==> src/rtl/ascii_uart_tx_if.sv <==
// Character handshake between the ASCII generator (master) and the UART transmitter (slave).
interface ascii_uart_tx_if;
    logic [7:0] char_in;
    logic       char_valid;
    logic       char_ready;

    modport master (
        output char_in,
        output char_valid,
        input  char_ready
    );

    modport slave (
        input  char_in,
        input  char_valid,
        output char_ready
    );
endinterface

==> src/rtl/ascii_uart_tx.sv <==
// ascii_uart_tx: single-entry buffered 8N1 UART transmitter, LSB first.
// Optional macro UART_PARITY_EN inserts an even-parity bit before the stop bit.
//
// state  | meaning
// IDLE   | line high, waiting for a buffered character
// START  | start bit (low)
// DATA   | eight data bits, shift[0] on the line
// PARITY | even-parity bit (only with UART_PARITY_EN)
// STOP   | stop bit (high); reloads from the buffer for gap-free frames
module ascii_uart_tx #(
    parameter int CLKS_PER_BIT = 217
) (
    input  logic             clk,
    input  logic             rst_n,
    ascii_uart_tx_if.slave   char_if,
    output logic             tx_o,
    output logic             busy_o,
    output logic             tx_done_o
);

`ifdef UART_PARITY_EN
    typedef enum logic [2:0] {ST_IDLE, ST_START, ST_DATA, ST_PARITY, ST_STOP} state_t;
`else
    typedef enum logic [2:0] {ST_IDLE, ST_START, ST_DATA, ST_STOP} state_t;
`endif

    localparam logic [15:0] BIT_LAST = 16'(CLKS_PER_BIT - 1);

    state_t      state_q, state_d;
    logic [15:0] timer_q, timer_d;
    logic [2:0]  bit_idx_q, bit_idx_d;
    logic [7:0]  shift_q, shift_d;
    logic [7:0]  buf_q, buf_d;
    logic        buf_full_q, buf_full_d;
    logic        ready_q, ready_d;
    logic        tx_q, tx_d;
    logic        busy_q, busy_d;
    logic        done_q, done_d;
    logic        bit_end;
    logic        load;
    logic        accept;
`ifdef UART_PARITY_EN
    logic        parity_q, parity_d;
`endif

    assign char_if.char_ready = ready_q;
    assign tx_o               = tx_q;
    assign busy_o             = busy_q;
    assign tx_done_o          = done_q;

    // State, datapath and registered outputs; reset drops the line high and empties the buffer.
    always_ff @(posedge clk or negedge rst_n) begin
        if (!rst_n) begin
            state_q    <= ST_IDLE;
            timer_q    <= '0;
            bit_idx_q  <= '0;
            shift_q    <= '0;
            buf_q      <= '0;
            buf_full_q <= 1'b0;
            ready_q    <= 1'b1;
            tx_q       <= 1'b1;
            busy_q     <= 1'b0;
            done_q     <= 1'b0;
`ifdef UART_PARITY_EN
            parity_q   <= 1'b0;
`endif
        end else begin
            state_q    <= state_d;
            timer_q    <= timer_d;
            bit_idx_q  <= bit_idx_d;
            shift_q    <= shift_d;
            buf_q      <= buf_d;
            buf_full_q <= buf_full_d;
            ready_q    <= ready_d;
            tx_q       <= tx_d;
            busy_q     <= busy_d;
            done_q     <= done_d;
`ifdef UART_PARITY_EN
            parity_q   <= parity_d;
`endif
        end
    end

    // Next state, buffer handling and next values of the registered outputs.
    always_comb begin
        state_d    = state_q;
        timer_d    = timer_q + 16'd1;
        bit_idx_d  = bit_idx_q;
        shift_d    = shift_q;
        buf_d      = buf_q;
        buf_full_d = buf_full_q;
        load       = 1'b0;
        bit_end    = (timer_q == BIT_LAST);
        accept     = char_if.char_valid && ready_q;
`ifdef UART_PARITY_EN
        parity_d   = parity_q;
`endif

        case (state_q)
            ST_IDLE: begin
                timer_d = '0;
                load    = buf_full_q;
            end
            ST_START: begin
                if (bit_end) begin
                    state_d   = ST_DATA;
                    timer_d   = '0;
                    bit_idx_d = '0;
                end
            end
            ST_DATA: begin
                if (bit_end) begin
                    timer_d = '0;
                    shift_d = shift_q >> 1;
                    if (bit_idx_q == 3'd7) begin
`ifdef UART_PARITY_EN
                        state_d = ST_PARITY;
`else
                        state_d = ST_STOP;
`endif
                    end else begin
                        bit_idx_d = bit_idx_q + 3'd1;
                    end
                end
            end
`ifdef UART_PARITY_EN
            ST_PARITY: begin
                if (bit_end) begin
                    state_d = ST_STOP;
                    timer_d = '0;
                end
            end
`endif
            ST_STOP: begin
                if (bit_end) begin
                    timer_d = '0;
                    if (buf_full_q) load = 1'b1;
                    else            state_d = ST_IDLE;
                end
            end
            default: begin
                state_d = ST_IDLE;
                timer_d = '0;
            end
        endcase

        // Load needs a full buffer and accept an empty one, so they never collide.
        if (load) begin
            state_d    = ST_START;
            timer_d    = '0;
            shift_d    = buf_q;
            buf_full_d = 1'b0;
`ifdef UART_PARITY_EN
            parity_d   = ^buf_q;
`endif
        end
        if (accept) begin
            buf_d      = char_if.char_in;
            buf_full_d = 1'b1;
        end

        case (state_d)
            ST_START:  tx_d = 1'b0;
            ST_DATA:   tx_d = shift_d[0];
`ifdef UART_PARITY_EN
            ST_PARITY: tx_d = parity_d;
`endif
            default:   tx_d = 1'b1;
        endcase
        busy_d  = (state_d != ST_IDLE);
        done_d  = (state_d == ST_STOP) && (timer_d == BIT_LAST);
        ready_d = ~buf_full_d;
    end

endmodule

==> src/flat_wrapper.sv <==
// flat-port wrapper written by rule: the top's interface ports become plain ports
module ascii_uart_tx_flat 
#(
    parameter int CLKS_PER_BIT = 217
)
  (clk, rst_n, tx_o, busy_o, tx_done_o, char_if_char_in, char_if_char_valid, char_if_char_ready);
  ascii_uart_tx_if char_if_i ();
  input  logic clk;
  input  logic rst_n;
  output logic tx_o;
  output logic busy_o;
  output logic tx_done_o;
  input wire logic [$bits(char_if_i.char_in)-1:0] char_if_char_in;
  input wire logic [$bits(char_if_i.char_valid)-1:0] char_if_char_valid;
  output wire logic [$bits(char_if_i.char_ready)-1:0] char_if_char_ready;
  assign char_if_i.char_in = char_if_char_in;
  assign char_if_i.char_valid = char_if_char_valid;
  assign char_if_char_ready = char_if_i.char_ready;
  ascii_uart_tx #(.CLKS_PER_BIT(CLKS_PER_BIT)) u_core (.clk(clk), .rst_n(rst_n), .char_if(char_if_i), .tx_o(tx_o), .busy_o(busy_o), .tx_done_o(tx_done_o));
endmodule
==> config.mk <==
export PLATFORM = sky130hd
export DESIGN_NAME = ascii_uart_tx_flat
export DESIGN_NICKNAME = d
export VERILOG_FILES = /design/src/rtl/ascii_uart_tx_if.sv /design/src/rtl/ascii_uart_tx.sv /design/src/flat_wrapper.sv
export SDC_FILE = /design/constraint.sdc
export NUM_CORES = 1
export LEC_CHECK = 0
export ABC_AREA = 1
export CAP_MARGIN = 30
export CELL_PAD_IN_SITES_DETAIL_PLACEMENT = 0
export CELL_PAD_IN_SITES_GLOBAL_PLACEMENT = 1
export CORE_UTILIZATION = 47
export CTS_CLUSTER_SIZE = 24
export DETAILED_ROUTE_END_ITERATION = 10
export PLACE_DENSITY_LB_ADDON = 0.1
export SLEW_MARGIN = 40
export SYNTH_ARGS = -nofsm -noshare
export SYNTH_HDL_FRONTEND = slang
export SYNTH_SLANG_ARGS = --single-unit
==> constraint.sdc <==
create_clock -name clk -period 4.3 [get_ports clk]
set_input_delay 0.43 -clock clk [delete_from_list [all_inputs] [get_ports clk]]
set_output_delay 0.43 -clock clk [all_outputs]
set_load 0.01 [all_outputs]
==> impl_metrics.xml, run 1 <==
<?xml version="1.0" encoding="UTF-8"?>
<metrics>
  <group name="synthesis">
    <metric name="post_synth_simple_gate_area" unit="%">35.5</metric>
    <metric name="main_combinational_cell_family_by_area_after_synthesis" unit="">simple AND/OR/NAND/NOR gates</metric>
    <metric name="syn_area_cell" unit="sq um">7.66</metric>
    <metric name="post-synth-top-area-cell" unit="">sky130_fd_sc_hd__dfrtp_1</metric>
    <metric name="synth_compound_area_share" unit="%">2.68</metric>
    <metric name="synth-xor-area-share" unit="%">0.750</metric>
    <metric name="synth.cell_area" unit="sq um">2340</metric>
    <metric name="synth_cells" unit="">305</metric>
    <metric name="synth-seq-area-share" unit="%">46.2</metric>
    <metric name="yosys-top-cells-count" unit="">70 x sky130_fd_sc_hd__nand2_1, 52 x sky130_fd_sc_hd__nand3_1, 42 x sky130_fd_sc_hd__inv_1</metric>
    <metric name="synth_flop_cell" unit="">sky130_fd_sc_hd__dfrtp_1</metric>
    <metric name="synth-async-reset-ratio" unit="%">100</metric>
    <metric name="post_synth_mux_area_share" unit="%">3.37</metric>
    <metric name="mappedNetlistNets" unit="">320</metric>
    <metric name="post-synth-top-area-fraction" unit="%">43.9</metric>
    <metric name="synth_top_cells_by_area" unit="">sky130_fd_sc_hd__dfrtp_1 44%, sky130_fd_sc_hd__nand2_1 11%, sky130_fd_sc_hd__nand3_1 11%, sky130_fd_sc_hd__inv_1 6.7%, sky130_fd_sc_hd__nor2_1 5.9%</metric>
    <metric name="synth_edf_count" unit="">0</metric>
    <metric name="yosysMostFrequentCell" unit="">sky130_fd_sc_hd__nand2_1</metric>
    <metric name="post_synth_fa_ha_maj_area_fraction" unit="%">2.14</metric>
    <metric name="synth_cell_types" unit="">30</metric>
    <metric name="yosys_register_bits" unit="">43</metric>
    <metric name="synth-warning-count" unit="">0</metric>
  </group>
  <group name="cts">
    <metric name="deepest_level_of_the_cts_h_tree" unit="">2</metric>
    <metric name="post_cts.resized_instances" unit="">0</metric>
    <metric name="clkTransAtPathRegs" unit="ns">0.09</metric>
    <metric name="cts_inserted_buffers" unit="">5</metric>
    <metric name="hold_buffers" unit="">0</metric>
    <metric name="cts.sinks" unit="">43</metric>
    <metric name="cts_root_buf" unit="">sky130_fd_sc_hd__clkbuf_8</metric>
    <metric name="cts.path.max_buffers" unit="">2</metric>
    <metric name="clk_latency" unit="ns">0.30</metric>
    <metric name="cts_post_setup_buffers_inserted" unit="">0</metric>
    <metric name="tritoncts" unit="">done</metric>
  </group>
  <group name="routing">
    <metric name="route.vias.total" unit="">1909</metric>
    <metric name="drt.antenna.violating_nets" unit="">0</metric>
    <metric name="detail_route.first_pass.iterations" unit="">4</metric>
    <metric name="routed_wire_length_per_instance" unit="um">12.7</metric>
    <metric name="viasPerCell" unit="">4.88</metric>
    <metric name="starting_drt_drc_count" unit="">68</metric>
    <metric name="detail_route.wirelength" unit="um">4950</metric>
    <metric name="drc" unit="">0</metric>
  </group>
  <group name="worst_setup_path">
    <metric name="path_delay_family" unit="">simple AND/OR/NAND/NOR gates</metric>
    <metric name="worst-setup-path-type" unit="">flop to flop</metric>
    <metric name="timing.critical_path.slowest_cell_delay" unit="ns">0.60</metric>
    <metric name="crit_path_cell_trace" unit="">inv_1 &gt; nand2_1 &gt; nor2_1 &gt; nand2_1 &gt; nand3_1 &gt; nand2_1 &gt; nand2_1 &gt; inv_2 &gt; nand2_1 &gt; nand2_1 &gt; nand2_1 &gt; nand2_1</metric>
    <metric name="reg2reg_depth" unit="">12</metric>
    <metric name="timing.critical_path.slowest_stage_cell" unit="">sky130_fd_sc_hd__nor2_1</metric>
    <metric name="worstSetupStartpointType" unit="">flop</metric>
    <metric name="cp-end-kind" unit="">flop</metric>
    <metric name="crit_fanout" unit="">12</metric>
    <metric name="cp.depth" unit="">12</metric>
    <metric name="cp.buffers_inverters" unit="">2</metric>
    <metric name="worst_path_most_repeated_cell" unit="">sky130_fd_sc_hd__nand2_1</metric>
    <metric name="worstPathRequired" unit="ns">4.53</metric>
    <metric name="cp.arrival" unit="ns">2.16</metric>
  </group>
  <group name="pwr">
    <metric name="power.leakage" unit="nW">1.38</metric>
    <metric name="power_density" unit="nW/um^2">433</metric>
    <metric name="vdd_ir_drop_max" unit="uV">235</metric>
  </group>
  <group name="global_route">
    <metric name="grt_max_degree" unit="">44</metric>
    <metric name="first_pass_grt_wire_length" unit="um">8570</metric>
    <metric name="first_global_vias" unit="">1868</metric>
    <metric name="antenna_found_initial" unit="">0</metric>
    <metric name="grt.overflow.total" unit="">0</metric>
    <metric name="grt.total_usage" unit="%">21.7</metric>
  </group>
  <group name="sta">
    <metric name="timing.final.crit_period" unit="ns">1.93</metric>
    <metric name="clock-skew-final" unit="ns">0.00854</metric>
    <metric name="timing.slew.headroom" unit="%">48.8</metric>
    <metric name="worst-slew-pin-transition" unit="ns">0.765</metric>
    <metric name="hold-worst-slack" unit="ns">0.107</metric>
    <metric name="fin_tns_setup" unit="ns">0</metric>
    <metric name="finalHoldViolations" unit="">0</metric>
    <metric name="fmax" unit="GHz">0.518</metric>
    <metric name="final_max_slew_viol_count" unit="">0</metric>
    <metric name="finalSetupViolCount" unit="">0</metric>
    <metric name="min_period_over_period" unit="%">44.9</metric>
    <metric name="grt_setup_unrepaired" unit="">no</metric>
  </group>
  <group name="die">
    <metric name="row_count" unit="">25</metric>
    <metric name="die_area" unit="sq um">5260</metric>
    <metric name="start_util" unit="%">49.1</metric>
    <metric name="floorplan.io_pins" unit="">15</metric>
    <metric name="die_x" unit="um">72.5</metric>
    <metric name="die_y" unit="um">72.5</metric>
    <metric name="core_area" unit="sq um">4750</metric>
  </group>
  <group name="min_path">
    <metric name="timing.hold.worst.class" unit="">input port to async pin</metric>
  </group>
  <group name="layout">
    <metric name="final-instance-count-excl-fill" unit="">391</metric>
    <metric name="num-nets-final" unit="">338</metric>
    <metric name="final.fill_count" unit="">484</metric>
    <metric name="antennaDiodeCount" unit="">0</metric>
    <metric name="area_growth" unit="%">13.5</metric>
    <metric name="final_layout_size_suffix_gt1_share" unit="%">11.7</metric>
  </group>
  <group name="place">
    <metric name="gp_congestion" unit="">0.795</metric>
    <metric name="place_inst" unit="">383</metric>
    <metric name="dpl.hpwl" unit="um">3650</metric>
    <metric name="port-buffer-count" unit="">14</metric>
  </group>
  <group name="run">
    <metric name="cap_viol_max_count" unit="">0</metric>
  </group>
  <group name="run_status">
    <metric name="outcome" unit="">finished clean</metric>
  </group>
</metrics>
-- worst paths after layout --
path	start	end	slack (ns)
setup / recovery	u_core.state_q[2]	u_core.tx_o	2.37
hold / removal	rst_n	u_core.timer_q[12]	0.11
setup reg to reg	u_core.state_q[2]	u_core.tx_o	2.37
hold reg to reg	u_core.buf_q[1]	u_core.shift_q[1]	0.50
max in group asynchronous	rst_n	u_core.char_if.char_ready	3.81
min in group clk	u_core.buf_q[1]	u_core.shift_q[1]	0.50
-- report_power, final --
group / switching (W) / internal, W
clock: 0.000139 / 0.000188
sequential: 0.0000524 / 0.000510
combinational: 0.000145 / 0.000116
total: 0.000336 / 0.000813
-- flip-flops by register name, summed over array words and instances (netlist names) --
| signal | count |
|---|---|
| u_core.tx_done_o | 1 |
| u_core.tx_o | 1 |
| u_core.state_q | 3 |
| u_core.bit_idx_q | 3 |
| u_core.shift_q | 8 |
| u_core.char_if.char_ready | 1 |
| u_core.buf_q | 8 |
| u_core.buf_full_q | 1 |
| u_core.busy_o | 1 |
| u_core.timer_q | 16 |
-- cells by family (layout without fill, tap and decap cells) --
family / after synthesis / in the layout
multiplexers: 7 / 7
XOR/XNOR: 2 / 2
adder cells (fa/ha/maj): 4 / 4
other: 1 / 1
AND/OR/NAND/NOR: 182 / 182
buffers and inverters: 54 / 73
AO/OA/AOI/OAI: 12 / 12
flip-flops: 43 / 43
-- through the flow --
step	setup WS [ns]	cell area (sq um)	total power, W	util (%)
finish	2.37	2650	0.00115	55.8
detailed placement	2.37	2530	0.000834	53.3
floorplan	2.74	2340	0.000752	-
global route	2.13	2650	0.00123	55.8
CTS	2.34	2650	0.00117	55.8
global placement	2.47	2530	0.000829	53.2
-- layout by cell type, fill, tap and decap left out, types with 4 or more instances in the layout --
| cell | count |
|---|---|
| sky130_fd_sc_hd__clkbuf_8 | 6 |
| sky130_fd_sc_hd__clkdlybuf4s50_1 | 13 |
| sky130_fd_sc_hd__dfrtp_1 | 41 |
| sky130_fd_sc_hd__ha_1 | 4 |
| sky130_fd_sc_hd__inv_1 | 42 |
| sky130_fd_sc_hd__inv_2 | 7 |
| sky130_fd_sc_hd__mux2_2 | 7 |
| sky130_fd_sc_hd__nand2_1 | 70 |
| sky130_fd_sc_hd__nand2_2 | 4 |
| sky130_fd_sc_hd__nand3_1 | 52 |
| sky130_fd_sc_hd__nand4_1 | 8 |
| sky130_fd_sc_hd__nor2_1 | 37 |
| sky130_fd_sc_hd__o21ai_0 | 4 |
| sky130_fd_sc_hd__o21ai_1 | 6 |
-- metal layers --
metal,track usage [%],up-vias,part of all wire (%)
met5,0,-,0
met4,8.06,0,1.7
met2,35.9,28,49
met3,5.28,8,3.2
li1,-,998,-
met1,27.6,875,46
-- area by class of cell --
type	instances	area (sq um)	share of cell area, %
sequential	43	1080	40.7
multi-input combinational	208	1040	39.3
inverter	51	193	7.27
timing repair buffer	14	138	5.19
tap	67	83.8	3.16
clock buffer	6	82.6	3.11
clock inverter	2	35.0	1.32
Power figures use the tool's default switching activity.
==> inputs of run 2 (changes only) <==
--- a/config.mk
+++ b/config.mk
@@ -9,7 +9,7 @@
 export CAP_MARGIN = 30
 export CELL_PAD_IN_SITES_DETAIL_PLACEMENT = 0
 export CELL_PAD_IN_SITES_GLOBAL_PLACEMENT = 1
-export CORE_UTILIZATION = 47
+export CORE_UTILIZATION = 39
 export CTS_CLUSTER_SIZE = 24
 export DETAILED_ROUTE_END_ITERATION = 10
 export PLACE_DENSITY_LB_ADDON = 0.1
==> constraint.sdc (replaced) <==
create_clock -name clk -period 1.75 [get_ports clk]
set_input_delay 0.175 -clock clk [delete_from_list [all_inputs] [get_ports clk]]
set_output_delay 0.175 -clock clk [all_outputs]
set_load 0.01 [all_outputs]
==> impl_metrics.xml, run 2 (synthesis gave the netlist of run 1 again) <==
<?xml version="1.0" encoding="UTF-8"?>
<metrics>
  <group name="routing">
    <metric name="starting_drt_drc_count" unit="">96</metric>
    <metric name="detail_route.first_pass.iterations" unit="">4</metric>
    <metric name="drc" unit="">0</metric>
    <metric name="detail_route.wirelength" unit="um">5750</metric>
    <metric name="drt.antenna.violating_nets" unit="">0</metric>
    <metric name="routed_wire_length_per_instance" unit="um">13.5</metric>
    <metric name="route.vias.total" unit="">2041</metric>
    <metric name="viasPerCell" unit="">4.80</metric>
  </group>
  <group name="sta">
    <metric name="finalSetupViolCount" unit="">0</metric>
    <metric name="timing.slew.headroom" unit="%">63.5</metric>
    <metric name="clock-skew-final" unit="ns">0.0122</metric>
    <metric name="worst-slew-pin-transition" unit="ns">0.548</metric>
    <metric name="timing.final.crit_period" unit="ns">1.72</metric>
    <metric name="grt_setup_unrepaired" unit="">yes</metric>
    <metric name="finalHoldViolations" unit="">0</metric>
    <metric name="postLayoutSetupSlackWorst" unit="ns">0.0268</metric>
    <metric name="min_period_over_period" unit="%">98.5</metric>
    <metric name="hold-worst-slack" unit="ns">0.379</metric>
    <metric name="final_max_slew_viol_count" unit="">0</metric>
    <metric name="fmax" unit="GHz">0.580</metric>
  </group>
  <group name="layout">
    <metric name="largest_reg_flops" unit="">16</metric>
    <metric name="commonest_non_fill_non_tap_cell_in_the_layout" unit="">sky130_fd_sc_hd__nand2_1</metric>
    <metric name="final_layout_size_suffix_gt1_share" unit="%">30.9</metric>
    <metric name="max_flop_register" unit="">u_core.timer_q</metric>
    <metric name="final_cell_mix" unit="">61 x sky130_fd_sc_hd__nand2_1, 39 x sky130_fd_sc_hd__inv_1, 38 x sky130_fd_sc_hd__dfrtp_1, 37 x sky130_fd_sc_hd__nand3_1, 28 x sky130_fd_sc_hd__nor2_1</metric>
    <metric name="final_core_density" unit="%">55.0</metric>
    <metric name="biggestRegsByFlops" unit="">u_core.timer_q (16), u_core.buf_q (8), u_core.shift_q (8)</metric>
    <metric name="area_growth" unit="%">32.9</metric>
    <metric name="antennaDiodeCount" unit="">0</metric>
    <metric name="num-nets-final" unit="">367</metric>
  </group>
  <group name="global_route">
    <metric name="first_global_vias" unit="">2051</metric>
    <metric name="grt_max_degree" unit="">24</metric>
    <metric name="grt.overflow.total" unit="">0</metric>
    <metric name="first_pass_grt_wire_length" unit="um">9570</metric>
    <metric name="grt.total_usage" unit="%">20.2</metric>
    <metric name="antenna_found_initial" unit="">0</metric>
  </group>
  <group name="die">
    <metric name="row_count" unit="">27</metric>
    <metric name="die_x" unit="um">79.4</metric>
    <metric name="die_y" unit="um">79.4</metric>
    <metric name="core_area" unit="sq um">5640</metric>
    <metric name="start_util" unit="%">41.4</metric>
    <metric name="die_area" unit="sq um">6300</metric>
    <metric name="floorplan.io_pins" unit="">15</metric>
  </group>
  <group name="pwr">
    <metric name="power_density" unit="nW/um^2">961</metric>
    <metric name="power.leakage" unit="nW">1.58</metric>
    <metric name="vdd_ir_drop_max" unit="uV">663</metric>
  </group>
  <group name="cts">
    <metric name="tritoncts" unit="">done</metric>
    <metric name="cts_inserted_buffers" unit="">5</metric>
    <metric name="cts.path.max_buffers" unit="">2</metric>
    <metric name="cts.sinks" unit="">43</metric>
    <metric name="clkTransAtPathRegs" unit="ns">0.10</metric>
    <metric name="cts_root_buf" unit="">sky130_fd_sc_hd__clkbuf_8</metric>
    <metric name="deepest_level_of_the_cts_h_tree" unit="">2</metric>
    <metric name="clk_latency" unit="ns">0.30</metric>
  </group>
  <group name="run_status">
    <metric name="outcome" unit="">finished clean</metric>
  </group>
  <group name="worst_setup_path">
    <metric name="cp.arrival" unit="ns">1.96</metric>
    <metric name="cp-end-kind" unit="">flop</metric>
    <metric name="timing.reg2reg.setup_slack" unit="ns">0.03</metric>
    <metric name="cp.depth" unit="">11</metric>
    <metric name="crit_fanout" unit="">3</metric>
    <metric name="reg2reg_depth" unit="">11</metric>
    <metric name="worst-setup-path-type" unit="">flop to flop</metric>
    <metric name="timing.critical_path.slowest_cell_delay" unit="ns">0.43</metric>
    <metric name="cp.buffers_inverters" unit="">2</metric>
    <metric name="worstSetupStartpointType" unit="">flop</metric>
    <metric name="path_delay_family" unit="">simple AND/OR/NAND/NOR gates</metric>
    <metric name="timing.critical_path.slowest_stage_cell" unit="">sky130_fd_sc_hd__dfrtp_1</metric>
    <metric name="worstPathRequired" unit="ns">1.99</metric>
    <metric name="worst_r2r_startpoint" unit="">u_core.timer_q[0]</metric>
    <metric name="crit_path_cell_trace" unit="">buf_4 &gt; ha_4 &gt; nand2_4 &gt; inv_2 &gt; nand2_4 &gt; nand2_2 &gt; nor3_2 &gt; nand2_1 &gt; nor2_2 &gt; nand3_2 &gt; nor2_2</metric>
    <metric name="crit-reg2reg-capture" unit="">u_core.tx_done_o</metric>
  </group>
  <group name="place">
    <metric name="gp_congestion" unit="">0.812</metric>
    <metric name="port-buffer-count" unit="">14</metric>
    <metric name="dpl.hpwl" unit="um">4210</metric>
    <metric name="preCtsSetupSlack" unit="ns">-0.0119</metric>
  </group>
  <group name="min_path">
    <metric name="timing.hold.worst.class" unit="">input port to async pin</metric>
  </group>
  <group name="run">
    <metric name="cap_viol_max_count" unit="">0</metric>
  </group>
</metrics>
## run 2: area by class of cell
type	count	area [sq um]
tap	72	90.1
fill	543	2540
clock inverter	3	23.8
sequential	43	1080
clock buffer	5	68.8
multi-input combinational	209	1280
timing repair buffer	42	360
inverter	51	204
## run 2: per-layer routing
layer	part of all wire [%]	GRT usage (%)
met1	44	24.7
met2	52	35.9
met3	2.4	3.77
met4	1.5	6.00
met5	0	0
## run 2: worst max-delay path by stage
stage	startpoint	end	slack, ns
floorplan	u_core.timer_q[0]	u_core.timer_q[6]	0.19
global placement	u_core.timer_q[0]	u_core.tx_done_o	-0.009
detailed placement	u_core.timer_q[0]	u_core.tx_o	-0.01
CTS	u_core.timer_q[0]	u_core.tx_o	0.01
global route	u_core.timer_q[0]	u_core.tx_done_o	-0.07
finish	u_core.timer_q[0]	u_core.tx_done_o	0.03
## run 2: power breakdown
| group | internal [W] | switching, W |
|---|---|---|
| logic | 0.000430 | 0.000455 |
| registers | 0.00125 | 0.000183 |
| clock network | 0.000286 | 0.000381 |
| total | 0.00197 | 0.00102 |
## run 2: repair_timing
item	in CTS	in global routing
hold buffers	1	0
gates cloned	1	0
endpoints found under the hold margin	21	0
resized for setup	9	51
buffers inserted	2	5
setup endpoints to repair	1	18
pin swaps	3	17
## run 2: worst register-to-register path, cell delays in order, from the launching register on
cell,delay [ns]
sky130_fd_sc_hd__dfrtp_1,0.43
sky130_fd_sc_hd__buf_4,0.16
sky130_fd_sc_hd__ha_4,0.16
sky130_fd_sc_hd__nand2_4,0.09
sky130_fd_sc_hd__inv_2,0.06
sky130_fd_sc_hd__nand2_4,0.07
sky130_fd_sc_hd__nand2_2,0.07
sky130_fd_sc_hd__nor3_2,0.20
sky130_fd_sc_hd__nand2_1,0.10
sky130_fd_sc_hd__nor2_2,0.14
sky130_fd_sc_hd__nand3_2,0.09
sky130_fd_sc_hd__nor2_2,0.10
## run 2: per-stage QoR
step	area, sq um	total power (W)	setup TNS [ns]	std cells
final	3110	0.00299	0	425
after global routing	3110	0.00320	-0.212	425
after CTS	2870	0.00288	0	421
after detailed placement	2700	0.00209	-0.0119	409
after global placement	2700	0.00208	-0.00880	409
after floorplan	2340	0.00185	0	305
==> patch: new RTL, flow settings as in run 1 <==
`CLKS_PER_BIT` is set to 217 in 2 places; all go to 162.
--- a/src/rtl/ascii_uart_tx.sv
+++ b/src/rtl/ascii_uart_tx.sv
@@ -8,7 +8,7 @@
 // PARITY | even-parity bit (only with UART_PARITY_EN)
 // STOP   | stop bit (high); reloads from the buffer for gap-free frames
 module ascii_uart_tx #(
-    parameter int CLKS_PER_BIT = 217
+    parameter int CLKS_PER_BIT = 162
 ) (
     input  logic             clk,
     input  logic             rst_n,
--- a/src/flat_wrapper.sv
+++ b/src/flat_wrapper.sv
@@ -1,7 +1,7 @@
 // flat-port wrapper written by rule: the top's interface ports become plain ports
 module ascii_uart_tx_flat 
 #(
-    parameter int CLKS_PER_BIT = 217
+    parameter int CLKS_PER_BIT = 162
 )
   (clk, rst_n, tx_o, busy_o, tx_done_o, char_if_char_in, char_if_char_valid, char_if_char_ready);
   ascii_uart_tx_if char_if_i ();
Formal check against the unedited RTL: same outputs for any inputs over 10 cycles, from zero or initial values and one cycle with rst_n low; that may be too few to reach the edited logic, so the function may still have changed.
==> patch against run 1 <==
Total power down 5.7%; combinational power rose by 2%; setup slack improved by 0.14 ns; hold slack better by 0.0055 ns; largest cell class unchanged; sequential cell count is the same; area after synthesis down 1.2%; die area fell by 1.2%; synthesized cell count decreased by 0.66%; critical path depth shrank 2; global-route usage shrank 0.31 points; routed wire length shrank 1.8%; sequential power grew 0.7%; design area is 2.0% lower.
==> patch: results (changes against run 1) <==
| Metric | Value |
|---|---|
| Worst r2r src | `u_core.timer_q[0]$_DFF_PN0_` |
| Syn_nets | `318 (-0.63%)` |
| Sequential area share after synthesis | `0.4672 (+0.005505)` |
| Status | `completed` |
| Area contributors post-synth | `dfrtp_1 44%, nand2_1 14%, nand3_1 8.5%` |
| Net count, final | `337 (-0.30%)` |
| Worst Hold Slack | `0.1123 ns (+0.005518 ns)` |
| First-pass GRT wire length | `8.480 mm (-1.0%)` |
| Non-Filler Instances | `390 (-0.26%)` |
| Skew final | `0.007296 ns (-0.001249 ns)` |
| Iter 0 DRT Violations | `133 (+96%)` |
| Switching power | `0.3427 mW (+2.0%)` |
| Share of cells above drive strength 1 | `0.1146 (-0.002733)` |
| Area after DPL | `2514 µm² (-0.79%)` |
| Filler cells | `466 (-3.7%)` |
| Detail Placement HPWL | `3.633 mm (-0.57%)` |
| Inst Count DP | `382 (-0.26%)` |
| Worst R2R Setup Slack | `2.51 ns (+0.14 ns)` |
| Crit path DAT | `1.98 ns (-0.18 ns)` |
| Clock insertion delay at the later pin of the skew report | `0.29 ns` |
| Placer Congestion | `0.8194 (+3.1%)` |
| Worst relative slew slack | `0.6361 (+0.1478)` |
| DR WL/cell | `12.47 µm (-1.6%)` |
| Max IR drop VDD | `257.4 µV (+9.4%)` |
| Lkg Pwr | `1.352 nW (-2.1%)` |
| Number of global-route vias before repair | `1878 (+0.54%)` |
| Via density | `4.926 (+0.89%)` |
| Reg2reg end | `u_core.tx_done_o$_DFF_PN0_` |
| Synth cell count leaders | `88 x nand2_1, 41 x dfrtp_1, 40 x inv_1, 39 x nand3_1, 34 x nor2_1` |
-- patch: metrics by stage --
stage	utilization	worst slack, ns
final	0.5502	2.506
after global routing	0.5502	2.321
after CTS	0.5502	2.493
after detailed placement	0.5322	2.539
after global placement	0.5317	2.533
after floorplan	-	2.816
-- patch: worst max path at each step --
stage | slack, ns | endpoint | cells after the start | start
after floorplan | 2.82 | u_core.tx_done_o$_DFF_PN0_ | 10 | u_core.timer_q[0]$_DFF_PN0_
after global placement | 2.53 | u_core.tx_done_o$_DFF_PN0_ | 10 | u_core.timer_q[0]$_DFF_PN0_
after detailed placement | 2.54 | u_core.tx_done_o$_DFF_PN0_ | 10 | u_core.timer_q[0]$_DFF_PN0_
after CTS | 2.49 | char_if_char_ready | 1 | u_core.char_if.char_ready$_DFF_PN1_
after global routing | 2.32 | u_core.tx_done_o$_DFF_PN0_ | 9 | u_core.timer_q[0]$_DFF_PN0_
final | 2.51 | u_core.tx_done_o$_DFF_PN0_ | 10 | u_core.timer_q[0]$_DFF_PN0_
-- patch: layout make-up --
| type | count | area, µm² | area share |
|---|---|---|---|
| flip-flops and latches | 43 | 1079 | 0.4150 |
| multi-input cells | 213 | 1045 | 0.4020 |
| inverters | 45 | 168.9 | 0.06500 |
| repair buffers | 14 | 137.6 | 0.05296 |
| well taps | 67 | 83.83 | 0.03226 |
| clock buffers | 6 | 72.57 | 0.02792 |
| clock inverters | 2 | 12.51 | 0.004815 |
-- patch: routing by layer --
| metal | vias to the layer above | wire length [µm] | global-route usage |
|---|---|---|---|
| met5 | - | 0 | 0 |
| met4 | 0 | 70 | 0.08279 |
| met3 | 8 | 168 | 0.04583 |
| met2 | 35 | 2324 | 0.3416 |
| met1 | 887 | 2300 | 0.2862 |
| li1 | 991 | - | - |
-- patch: power groups by stage --
stage / Clock [mW] / Combinational [mW] / Sequential, mW
2_1_floorplan: 0 / 0.181 / 0.569
3_3_place_gp: 0 / 0.265 / 0.572
3_5_place_dp: 0 / 0.269 / 0.575
4_1_cts: 0.260 / 0.270 / 0.568
5_1_grt: 0.279 / 0.300 / 0.579
6_report: 0.252 / 0.265 / 0.566
-- patch: logic make-up after synthesis --
group	count (synthesis)	synth area share
AOI/OAI and AO/OA	12	0.02601
xor gates and xnor gates	1	0.003795
adders and majority gates	4	0.02168
buffers and inverters	47	0.08021
DFF	43	0.4672
muxes	7	0.03415
other	1	0.001624
and+or+nand+nor	188	0.3653
-- patch: worst max-delay path: stages (launching register included) --
cell and delay (ns):
dfrtp_1 0.44, ha_1 0.23, nand2_2 0.09, nor2_1 0.28, nand2_1 0.11, o21ai_0 0.16, nand3_1 0.12, nand2_1 0.08
nor2_1 0.04, nand3_1 0.09, nor2_1 0.05
